==> config.mk <==
export PLATFORM = sky130hd
export DESIGN_NAME = led_seq_controller
export DESIGN_NICKNAME = d
export VERILOG_FILES = /design/src/rtl/led_seq_controller.sv
export SDC_FILE = /design/constraint.sdc
export NUM_CORES = 1
export LEC_CHECK = 0
export ABC_AREA = 0
export BUFFER_PORTS_ARGS = -buffer_cell sky130_fd_sc_hd__clkbuf_2
export CORE_UTILIZATION = 60
export DETAILED_ROUTE_END_ITERATION = 16
export PLACE_DENSITY = 0.8
export SYNTH_ARGS = -nofsm -noshare
export SYNTH_HDL_FRONTEND = slang
export SYNTH_SLANG_ARGS = --single-unit
export TNS_END_PERCENT = 10
==> constraint.sdc <==
create_clock -name clk -period 2.2 [get_ports clk]
set_input_delay 0.11 -clock clk [delete_from_list [all_inputs] [get_ports clk]]
set_output_delay 0.11 -clock clk [all_outputs]
set_load 0.005 [all_outputs]
==> src/rtl/led_seq_controller.sv <==
// Eight-LED pattern sequencer: STATIC, BLINK, FILL and CHASE patterns stepped every STEP_DIV clocks.
// Define LED_SEQ_ONESHOT_EN to run each pattern once and pulse done; otherwise patterns loop.
module led_seq_controller #(
  parameter int unsigned CLK_FREQ = 25_000_000,
  parameter int unsigned STEP_DIV = CLK_FREQ / 4
) (
  input  logic       clk,
  input  logic       rst_n,
  input  logic       cmd_valid,
  output logic       cmd_ready,
  input  logic [1:0] cmd_mode,
  input  logic [7:0] cmd_data,
  input  logic       stop,
  output logic [7:0] leds,
  output logic       busy,
  output logic       step_tick,
  output logic       done
);

  typedef enum logic [1:0] {
    ST_IDLE = 2'd0,
    ST_LOAD = 2'd1,
    ST_RUN  = 2'd2
  } state_t;

  localparam logic [1:0]  MODE_STATIC = 2'd0;
  localparam logic [1:0]  MODE_BLINK  = 2'd1;
  localparam logic [1:0]  MODE_FILL   = 2'd2;
  localparam logic [1:0]  MODE_CHASE  = 2'd3;
  localparam logic [31:0] STEP_LAST   = 32'(STEP_DIV - 32'd1);

  state_t      state_r, state_s;
  logic [1:0]  mode_r, mode_s;
  logic [7:0]  data_r, data_s;
  logic [7:0]  leds_r, leds_s;
  logic [31:0] cnt_r, cnt_s;
  logic [2:0]  idx_r, idx_s;
  logic        fill_up_r, fill_up_s;
  logic        tick_r, tick_s;
  logic        accept_s;
`ifdef LED_SEQ_ONESHOT_EN
  logic [3:0]  steps_r, steps_s;
  logic        done_r, done_s;
`endif

  // One pattern step applied to the current LED value.
  function automatic logic [7:0] step_leds(input logic [1:0] mode, input logic [7:0] cur,
                                           input logic [7:0] data, input logic [2:0] idx,
                                           input logic up);
    logic [7:0] res;
    res = cur;
    case (mode)
      MODE_STATIC: res = cur;
      MODE_BLINK:  res = (cur == data) ? 8'h00 : data;
      MODE_FILL:   res[idx] = up;
      MODE_CHASE:  res = {cur[6:0], cur[7]};
      default:     res = cur;
    endcase
    return res;
  endfunction

`ifdef LED_SEQ_ONESHOT_EN
  // Index of the final step of one pass through each pattern.
  function automatic logic [3:0] last_step(input logic [1:0] mode);
    logic [3:0] res;
    case (mode)
      MODE_BLINK: res = 4'd1;
      MODE_FILL:  res = 4'd15;
      MODE_CHASE: res = 4'd7;
      default:    res = 4'd0;
    endcase
    return res;
  endfunction
`endif

  assign cmd_ready = (state_r != ST_LOAD) && !stop;
  assign accept_s  = cmd_valid && cmd_ready;
  assign leds      = leds_r;
  assign busy      = (state_r != ST_IDLE);
  assign step_tick = tick_r;
`ifdef LED_SEQ_ONESHOT_EN
  assign done      = done_r;
`else
  assign done      = 1'b0;
`endif

  // Next-state, pattern stepping and command handling; stop outranks a new command.
  always_comb begin
    state_s   = state_r;
    mode_s    = mode_r;
    data_s    = data_r;
    leds_s    = leds_r;
    cnt_s     = cnt_r;
    idx_s     = idx_r;
    fill_up_s = fill_up_r;
    tick_s    = 1'b0;
`ifdef LED_SEQ_ONESHOT_EN
    steps_s   = steps_r;
    done_s    = 1'b0;
`endif
    if (stop) begin
      state_s = ST_IDLE;
      leds_s  = 8'h00;
    end else if (accept_s) begin
      state_s   = ST_LOAD;
      mode_s    = cmd_mode;
      data_s    = cmd_data;
      leds_s    = (cmd_mode == MODE_FILL) ? 8'h00 : cmd_data;
      cnt_s     = 32'd0;
      idx_s     = 3'd0;
      fill_up_s = 1'b1;
`ifdef LED_SEQ_ONESHOT_EN
      steps_s   = 4'd0;
`endif
    end else begin
      case (state_r)
        ST_IDLE: state_s = ST_IDLE;
        ST_LOAD: begin
          cnt_s = 32'd0;
`ifdef LED_SEQ_ONESHOT_EN
          if (mode_r == MODE_STATIC) begin
            state_s = ST_IDLE;
            done_s  = 1'b1;
          end else begin
            state_s = ST_RUN;
          end
`else
          state_s = ST_RUN;
`endif
        end
        ST_RUN: begin
          if (cnt_r == STEP_LAST) begin
            cnt_s  = 32'd0;
            tick_s = 1'b1;
            leds_s = step_leds(mode_r, leds_r, data_r, idx_r, fill_up_r);
            // FILL walks index 0..7 rising, then 0..7 falling.
            if (mode_r == MODE_FILL) begin
              idx_s     = idx_r + 3'd1;
              fill_up_s = (idx_r == 3'd7) ? !fill_up_r : fill_up_r;
            end else begin
              idx_s     = idx_r;
            end
`ifdef LED_SEQ_ONESHOT_EN
            if (steps_r == last_step(mode_r)) begin
              state_s = ST_IDLE;
              done_s  = 1'b1;
              steps_s = 4'd0;
            end else begin
              steps_s = steps_r + 4'd1;
            end
`endif
          end else begin
            cnt_s = cnt_r + 32'd1;
          end
        end
        default: state_s = ST_IDLE;
      endcase
    end
  end

  // State and datapath registers with synchronous active-low reset.
  always_ff @(posedge clk) begin
    if (!rst_n) begin
      state_r   <= ST_IDLE;
      mode_r    <= 2'd0;
      data_r    <= 8'h00;
      leds_r    <= 8'h00;
      cnt_r     <= 32'd0;
      idx_r     <= 3'd0;
      fill_up_r <= 1'b1;
      tick_r    <= 1'b0;
`ifdef LED_SEQ_ONESHOT_EN
      steps_r   <= 4'd0;
      done_r    <= 1'b0;
`endif
    end else begin
      state_r   <= state_s;
      mode_r    <= mode_s;
      data_r    <= data_s;
      leds_r    <= leds_s;
      cnt_r     <= cnt_s;
      idx_r     <= idx_s;
      fill_up_r <= fill_up_s;
      tick_r    <= tick_s;
`ifdef LED_SEQ_ONESHOT_EN
      steps_r   <= steps_s;
      done_r    <= done_s;
`endif
    end
  end

endmodule

==> flow_summary_export.csv, run 1 <==
group,metric,value,unit
floorplanning,core-area,0.005238,mm²
placement,gp_congestion,0.8786,
timing,period_share,0.9114,
floorplanning,die_area,0.005870,mm²
floorplanning,num_rows,26,
timing,fin_crit,2.005,ns
placement,dp_hpwl,5.124,mm
floorplanning,start_util,0.6378,
route,finalWirelength,7.865,mm
flow_run,maxCapViolCount,0,
timing,fmax,498.7,MHz
placement,place.port_buffers,24,
clock_network,cts_setup_buffers,0,
yosys,async_flop_share,0,
clock_network,clock-sinks,57,
route,drt-wirelength-per-cell,16.28,µm
clock_network,cts-buffers-inserted,9,
setup_path,cp.required,2.44,ns
timing,timing.hold.ws,0.02000,ns
yosys,synth_common_cells,"dfxtp_1 (57), nor2_1 (43), nand2_1 (39), xnor2_1 (31), nor3_1 (17)",
timing,skew,0.01258,ns
route,vias,2958,
yosys,syn_avg_cell_area,8.677,µm²
grt,grt_overflow_total,0,
timing,setup_tns,0,ns
clock_network,cts_root_buffer,"clkbuf_8",
route,drc,0,
timing,worst_slew_pin_slew,0.7338,ns
cells_and_area,drive_above_1_share,0.1985,
clock_network,postCtsHoldBufs,0,
cells_and_area,finalNetCount,425,
yosys,synth_top_area_frac,0.3416,
floorplanning,die_height,76.62,µm
yosys,ys_seq_area_frac,0.3416,
grt,grt_pass1_vias,2705,
power_and_ir_drop,p_per_area,616.9,mW/mm²
timing,rsz0062_at_grt,"no",
clock_network,htreeDepth,3,
route,postRouteAntennaNets,0,
grt,grt_max_degree,33,
setup_path,cp_max_fo,7,
setup_path,critPathKind,"flop to flop",
power_and_ir_drop,p_total,2288,µW
yosys,yosysMostFrequentCell,"dfxtp_1",
cells_and_area,areaGrowthSynthToFinish,11.01,%
grt,gr-usage-all-layers,0.2746,
timing,maxSlewViolCount,0,
floorplanning,num_io_pins,26,
yosys,synth_area_leader_cell,"dfxtp_1",
yosys,ys.flop_type,"dfxtp_1",
cells_and_area,diodes,0,
timing,setup_viol,0,
yosys,synth_seq_cells,57,
route,dr.pass1.iters,6,
setup_path,cp.arrival,2.24,ns
clock_network,clock_path_buffers,2,
power_and_ir_drop,p_leak,0.001357,µW
yosys,synth_enable_flop_cells,0,
power_and_ir_drop,peakVddDrop,455.7,µV
timing,hold_viol,0,
yosys,ys_types,54,
hold_path,hold_class,"primary input to flop",
yosys,synth_nets,402,
floorplanning,die_w,76.62,µm
grt,grt_pass1_wl,13.11,mm
yosys,synth_area,0.003341,mm²
yosys,yosys-top-cells-area,"dfxtp_1 (34%), xnor2_1 (8.1%), nor2_1 (4.8%)",
route,vias_per_cell,6.124,
setup_path,endpoint_kind,"flop",
clock_network,cts.reportedPaths.clkPinSlew,0.07,ns
yosys,synth_warnings,0,
yosys,synthCells,385,
status,status,"finished clean",
clock_network,cts_tree,"done",
grt,antenna_found_initial,0,
timing,relSlewSlack,0.5056,
clock_network,clk_latency,0.33,ns
route,drt_iter0_markers,269,
setup_path,start_kind,"flop",
metrics by stage:
step	instances	setup WS [ns]	util	area (µm²)
CTS	482	0.1202	0.7038	3686
global placement	466	0.2034	0.6641	3478
finish	483	0.1950	0.7081	3709
global route	483	0.05559	0.7081	3709
floorplan	385	0.4664	-	3341
detailed placement	466	0.1357	0.6641	3478
worst paths after layout:
check	start	endpoint	slack, ns	cells past startpoint
setup / recovery	cnt_r[0]	leds[6]	0.19	6
hold / removal	cmd_mode[0]	mode_r[0]	0.02	3
setup reg to reg	cnt_r[0]	leds[6]	0.19	6
hold reg to reg	cnt_r[1]	cnt_r[1]	0.49	2
cells in the final DEF (no fill, tap or decap), drive strengths merged, types with 4 or more instances in the layout:
| cell type | instances |
|---|---|
| a21oi | 9 |
| inv | 6 |
| o21ai | 15 |
| mux2i | 7 |
| a211oi | 15 |
| nor2 | 45 |
| a21boi | 11 |
| nand2 | 41 |
| a31oi | 4 |
| nor3 | 24 |
| nor4 | 20 |
| nand3 | 12 |
| xor2 | 11 |
| xnor2 | 31 |
| dfxtp | 57 |
| nand4 | 9 |
| clkbuf | 38 |
| buf | 9 |
| nor3b | 4 |
| and3 | 10 |
| and4 | 4 |
state kept, by name, indices dropped and copies added (netlist names):
signal     cells
mode_r         2
fill_up_r      1
idx_r          3
state_r        2
cnt_r         32
data_r         8
step_tick      1
leds           8
routing by layer:
layer / wire length, µm / GRT usage
met5: 0 / 0
met4: 144 / 0.1038
met3: 448 / 0.03593
met2: 3543 / 0.4153
met1: 3728 / 0.3955
final cells by class:
class	instances	area, µm²
multi-input combinational	301	2062
sequential	57	1141
clock inverter	2	35.03
tap	70	87.58
timing repair buffer	33	187.7
fill	422	1529
clock buffer	14	172.7
inverter	6	22.52
power breakdown:
group | switching [µW] | total, µW | internal (µW)
logic | 117 | 196 | 78.6
clock network | 407 | 1020 | 616
registers | 21.8 | 1070 | 1050
total | 545 | 2290 | 1740
kinds of logic (layout without fill, tap and decap cells):
family          Yosys count  in the layout  share of synthesized area
other cells               1              1                   0.001123
flops                    57             57                     0.3416
xor+xnor                 42             42                     0.1101
simple gates            185            185                     0.3386
compound gates           62             63                     0.1270
buf+inv                  28             55                    0.04944
fa+ha+maj                 3              3                    0.01124
mux                       7              7                    0.02097
worst max-delay path, cell delays in order (launching register included):
cell	delay, ns
dfxtp_1	0.39
ha_1	0.18
and3_1	0.34
nand4_4	0.16
nor4_4	0.54
nor3_1	0.08
a211oi_1	0.23
what timing repair did:
action                     in CTS  in global routing
hold endpoints to repair        0                  0
setup endpoints to repair       0                 18
resized for setup               0                  2
(Power assumes the default switching activity.)
==> inputs of run 2 (changes only) <==
clock period = 2.1 ns   (was 2.2 ns; I/O delays follow)
==> run 2 against run 1 <==
  * Global-route usage grew 0.52 points
  * Critical path type unchanged
  * Hold slack lost 0.0080 ns
  * Total power grew 1.8%
  * Largest cell class unchanged
  * Sequential share of layout area shrank 0.96 points
  * Core utilization grew 2.3 points
  * First-iteration DRC count grew 4.5%
  * Design area grew 3.2%
  * Count of clock-buffer cells in the layout is the same
  * Wire length grew 0.60%
  * Fmax grew 2.9%
==> flow_summary_export.csv, run 2 (synthesis gave the netlist of run 1 again) <==
group,metric,value,unit
status,status,"finished clean",
grt,grt_pass1_vias,2657,
route,vias_per_cell,5.992,
cells_and_area,final_cell_mix,"dfxtp_1 (57), nor2_1 (43), nand2_1 (39)",
grt,grt_overflow_total,0,
grt,gr-usage-all-layers,0.2798,
placement,dp_hpwl,5.198,mm
clock_network,cts_root_buffer,"clkbuf_8",
hold_path,min_from,"cmd_data[4]",
grt,grt_max_degree,33,
cells_and_area,multi_input_area,0.002063,mm²
setup_path,cp.required,2.36,ns
floorplanning,num_rows,26,
timing,skew,0.005617,ns
cells_and_area,largest_reg_flops,32,
setup_path,cp.arrival,2.21,ns
timing,relSlewSlack,0.5161,
floorplanning,num_io_pins,26,
power_and_ir_drop,peakVddDrop,531.9,µV
placement,dp_cells,477,
hold_path,holdPathStages,3,
cells_and_area,seq_area,0.001141,mm²
setup_path,reg2reg_from,"cnt_r[5]",
power_and_ir_drop,p_per_area,608.3,mW/mm²
route,drc,0,
hold_path,min_to,"data_r[4]",
cells_and_area,regMostFlops,"cnt_r",
setup_path,start_kind,"flop",
route,drt_iter0_markers,281,
timing,fmax,513.0,MHz
clock_network,cts_tree,"done",
cells_and_area,finalNetCount,441,
clock_network,clk_latency,0.35,ns
cells_and_area,drive_above_1_share,0.2214,
timing,worst_slew_pin_slew,0.7183,ns
route,dr.pass1.iters,5,
setup_path,reg2reg_to,"leds[3]",
setup_path,cp_max_fo,7,
placement,preCtsSetupSlack,0.1190,ns
timing,fin_crit,1.949,ns
timing,period_share,0.9282,
route,drt-wirelength-per-cell,15.86,µm
setup_path,r2r_setup_slack,0.15,ns
hold_path,hold_class,"primary input to flop",
timing,setup_tns,0,ns
clock_network,clock-sinks,57,
cells_and_area,final_common_cell,"dfxtp_1",
cells_and_area,final_area,0.003827,mm²
route,vias,2990,
floorplanning,core-area,0.005238,mm²
clock_network,cts.reportedPaths.clkPinSlew,0.06,ns
route,finalWirelength,7.912,mm
clock_network,clock_path_buffers,2,
timing,maxSlewViolCount,0,
floorplanning,die_w,76.62,µm
placement,place.port_buffers,24,
timing,rsz0062_at_grt,"no",
timing,setup_viol,0,
setup_path,endpoint_kind,"flop",
cells_and_area,fillCellCount,390,
floorplanning,die_area,0.005870,mm²
clock_network,htreeDepth,3,
route,postRouteAntennaNets,0,
placement,place_area,0.003561,mm²
floorplanning,die_height,76.62,µm
placement,gp_congestion,0.8928,
flow_run,maxCapViolCount,0,
setup_path,ff2ff_path_depth,5,
cells_and_area,areaGrowthSynthToFinish,14.57,%
clock_network,cts-buffers-inserted,9,
floorplanning,start_util,0.6378,
power_and_ir_drop,p_leak,0.001429,µW
setup_path,critPathKind,"flop to flop",
cells_and_area,layoutNonFillerInstCount,499,
cells_and_area,diodes,0,
timing,hold_viol,0,
grt,grt_pass1_wl,13.07,mm
timing,finalWorstSetupSlack,0.1508,ns
grt,antenna_found_initial,0,
[run 2: power by group]
part	leakage (µW)	switching, µW	internal, µW
Combinational	0.000866	123	90.9
Clock	0.000102	441	554
Sequential	0.000461	21.2	1100
Total	0.00143	585	1740
[run 2: metrics by stage]
step	total power [µW]	hold WS [ns]	utilization
6_report	2328	0.01196	0.7308
5_1_grt	2406	0.02464	0.7308
4_1_cts	2326	0.003591	0.7262
3_5_place_dp	1338	0.3581	0.6799
3_3_place_gp	1336	0.3483	0.6799
2_1_floorplan	1268	0.2411	-
[run 2: worst max-delay path by stage]
stage,from,to,slack (ns)
2_1_floorplan,cnt_r[0],idx_r[1],0.37
6_report,cnt_r[5],leds[3],0.15
3_3_place_gp,cnt_r[0],cnt_r[27],0.19
3_5_place_dp,cnt_r[0],cnt_r[9],0.12
5_1_grt,cnt_r[24],leds[1],0.02
4_1_cts,cnt_r[0],cnt_r[2],0.09
[run 2: what timing repair did]
action,in CTS,in global routing
hold buffers,5,0
setup buffers,0,0
endpoints found under the hold margin,5,0
gates resized for setup,0,3
endpoints found under the setup margin,0,36
[run 2: area by class of cell]
| cell class | count | share of cell area |
|---|---|---|
| multi-input cells | 301 | 0.5391 |
| inverters | 6 | 0.005884 |
| well taps | 70 | 0.02288 |
| clock inverters | 2 | 0.002615 |
| flip-flops and latches | 57 | 0.2981 |
| repair buffers | 49 | 0.08369 |
| clock buffers | 14 | 0.04773 |
[run 2: worst max-delay path, cell delays in order (launching register included)]
cell      delay [ns]
dfxtp_1         0.38
nor4_1          0.34
nand4_1         0.27
nor4_4          0.52
nor3_1          0.12
a211oi_1        0.22
[run 2: layer usage]
metal  wire [µm]  vias to the layer above  global-route usage
li1            -                     1455                   -
met1        3645                     1376              0.4018
met2        3465                      140              0.3991
met3         623                       19             0.05389
met4         177                        0              0.1327
met5           0                        -                   0
==> inputs of run 3 (changes only) <==
CORE_MARGIN = 2   (was not set)
REMOVE_ABC_BUFFERS = 1   (was not set)
==> run 3 against run 2 <==
  * Sequential cell count stayed put
  * Total power rose by 7.1%
  * Die area is 5.3% higher
  * Sequential power is essentially flat
  * Via count down 1.2%
  * First-iteration DRC count decreased by 21%
  * Critical path depth grew 1
  * Largest cell class unchanged
  * Highest routed layer unchanged
==> flow_summary_export.csv, run 3 (synthesis gave the netlist of run 1 again) <==
group,metric,value,unit
clock_network,cts.reportedPaths.clkPinSlew,0.07,ns
setup_path,ff2ff_path_depth,6,
floorplanning,die_height,78.62,µm
floorplanning,core-area,0.005439,mm²
clock_network,clock_path_buffers,2,
cells_and_area,final_common_cell,"dfxtp_1",
grt,grt_overflow_total,0,
setup_path,cp_slowest_stage_delay,0.53,ns
grt,gr-usage-all-layers,0.2685,
timing,maxSlewViolCount,0,
route,route.met2.wl,3.920,mm
clock_network,cts_setup_buffers,0,
route,postRouteAntennaNets,0,
route,met3_length,360,µm
floorplanning,die_area,0.006180,mm²
cells_and_area,layoutNonFillerInstCount,495,
route,vias,2955,
setup_path,critPathBufInv,0,
setup_path,cp.required,2.34,ns
floorplanning,die_w,78.62,µm
route,vias_per_cell,5.970,
setup_path,path_delay_family,"simple AND/OR/NAND/NOR gates",
status,status,"finished clean",
setup_path,worstSetupEndpoint,"leds[6]",
timing,hold_viol,0,
flow_run,maxCapViolCount,0,
cells_and_area,fillCellCount,429,
timing,setup_viol,0,
cells_and_area,finalNetCount,435,
power_and_ir_drop,p_sw_frac,0.2333,
route,finalWirelength,7.850,mm
power_and_ir_drop,seq_power_share,0.449,
route,drt_iter0_markers,223,
setup_path,crit_path_start,"cnt_r[0]",
placement,gp_congestion,0.8982,
timing,relSlewSlack,0.5342,
timing,fin_crit,1.955,ns
floorplanning,num_io_pins,26,
clock_network,clk_latency,0.35,ns
setup_path,path_depth,6,
grt,antenna_found_initial,0,
power_and_ir_drop,p_int,1912,µW
setup_path,reg2reg_from,"cnt_r[0]",
setup_path,r2r_setup_slack,0.14,ns
power_and_ir_drop,p_per_area,652.9,mW/mm²
grt,grt_max_degree,33,
setup_path,cp_max_fo,7,
setup_path,worstPathCellList,"ha_1, and3_2, nand4_4, nor4_4, nor3_1, a211oi_1",
clock_network,clock-sinks,57,
cells_and_area,fin_util,0.7023,
grt,grt_pass1_vias,2717,
power_and_ir_drop,switchingPower,581.9,µW
setup_path,cp.arrival,2.20,ns
cells_and_area,final_cell_mix,"dfxtp_1 (57), nor2_1 (43), nand2_1 (39)",
placement,place.port_buffers,24,
setup_path,critPathKind,"flop to flop",
cells_and_area,drive_above_1_share,0.2199,
floorplanning,num_rows,27,
clock_network,cts_tree,"done",
placement,dp_hpwl,5.243,mm
route,routed.top_layer,"met4",
setup_path,endpoint_kind,"flop",
timing,period_share,0.9312,
cells_and_area,largest_reg_flops,32,
route,drc,0,
power_and_ir_drop,combPwrFrac,0.083,
cells_and_area,multi_input_area,0.002069,mm²
setup_path,start_kind,"flop",
timing,skew,0.01074,ns
floorplanning,start_util,0.6142,
route,drt-wirelength-per-cell,15.86,µm
clock_network,htreeDepth,3,
power_and_ir_drop,p_leak,0.001432,µW
route,dr.pass1.iters,5,
route,wl_met1,3.374,mm
power_and_ir_drop,peakVddDrop,461.1,µV
setup_path,crit_path_top_delay_cell,"nor4_4",
clock_network,cts-buffers-inserted,9,
cells_and_area,areaGrowthSynthToFinish,14.34,%
cells_and_area,diodes,0,
hold_path,hold_class,"primary input to flop",
power_and_ir_drop,pwr-share-clk,0.468,
clock_network,cts_root_buffer,"clkbuf_8",
setup_path,reg2reg_to,"leds[6]",
timing,rsz0062_at_grt,"yes",
placement,dp_cells,476,
cells_and_area,seq_area,0.001141,mm²
timing,worst_slew_pin_slew,0.6956,ns
cells_and_area,regMostFlops,"cnt_r",
timing,fmax,511.4,MHz
grt,grt_pass1_wl,13.03,mm
==> run 3: cell types whose count changed in the layout (fill, tap and decap cells not counted), sizes merged <==
cell,previous run,this run
dlygate4sd3,5,2
clkinvlp,0,1
bufinv,0,2
buf,20,17
clkbuf,38,35
==> run 3: power by group through the flow <==
stage / clock, µW / sequential, µW / combinational (µW)
4_1_cts: 1190 / 1120 / 200
3_3_place_gp: 0 / 1140 / 191
5_1_grt: 1230 / 1120 / 231
6_report: 1170 / 1120 / 208
3_5_place_dp: 0 / 1140 / 195
2_1_floorplan: 0 / 1140 / 111
==> run 3: final cells by class <==
class                           instances  area share
Multi-Input combinational cell        301      0.5418
Sequential cell                        57      0.2987
Timing Repair Buffer                   43     0.07010
Clock buffer                           11     0.03963
Tap cell                               72     0.02358
Clock inverter                          5     0.02031
Inverter                                6    0.005896
==> run 3: tightest hold or removal path, stage by stage <==
cell	delay [ns]
clkbuf_2	0.09
nand2_1	0.05
a21boi_0	0.07
==> run 3: worst min-delay path by stage <==
stage                     depth (start not counted)          to        start
after floorplan                                   1  state_r[0]        rst_n
after global placement                            3   data_r[1]  cmd_data[1]
after detailed placement                          3   data_r[5]  cmd_data[5]
after CTS                                         3   mode_r[1]  cmd_mode[1]
after global routing                              3   data_r[7]  cmd_data[7]
final                                             3   data_r[1]  cmd_data[1]
==> run 3: repair_timing <==
| action | CTS | global route |
|---|---|---|
| hold buffers | 2 | 0 |
| resized for setup | 0 | 4 |
| endpoints found under the hold margin | 2 | 0 |
| endpoints found under the setup margin | 0 | 36 |
==> run 3: through the flow <==
step | total power [µW] | setup slack [ns] | hold slack, ns | setup TNS (ns) | cell area [µm²]
2_1_floorplan | 1251 | -0.4462 | 0.2267 | -4.182 | 3198
3_3_place_gp | 1333 | 0.1641 | 0.3498 | 0 | 3541
3_5_place_dp | 1338 | 0.04664 | 0.3605 | 0 | 3541
4_1_cts | 2505 | 0.02519 | 0.004390 | 0 | 3790
5_1_grt | 2585 | -0.007712 | 0.01486 | -0.007712 | 3820
6_report | 2494 | 0.1446 | 0.01127 | 0 | 3820
==> run 3: per-layer routing <==
metal	vias to the layer above	GRT usage
li1	1447	-
met1	1412	0.3430
met2	79	0.4325
met3	17	0.04828
met4	0	0.1386
met5	-	0
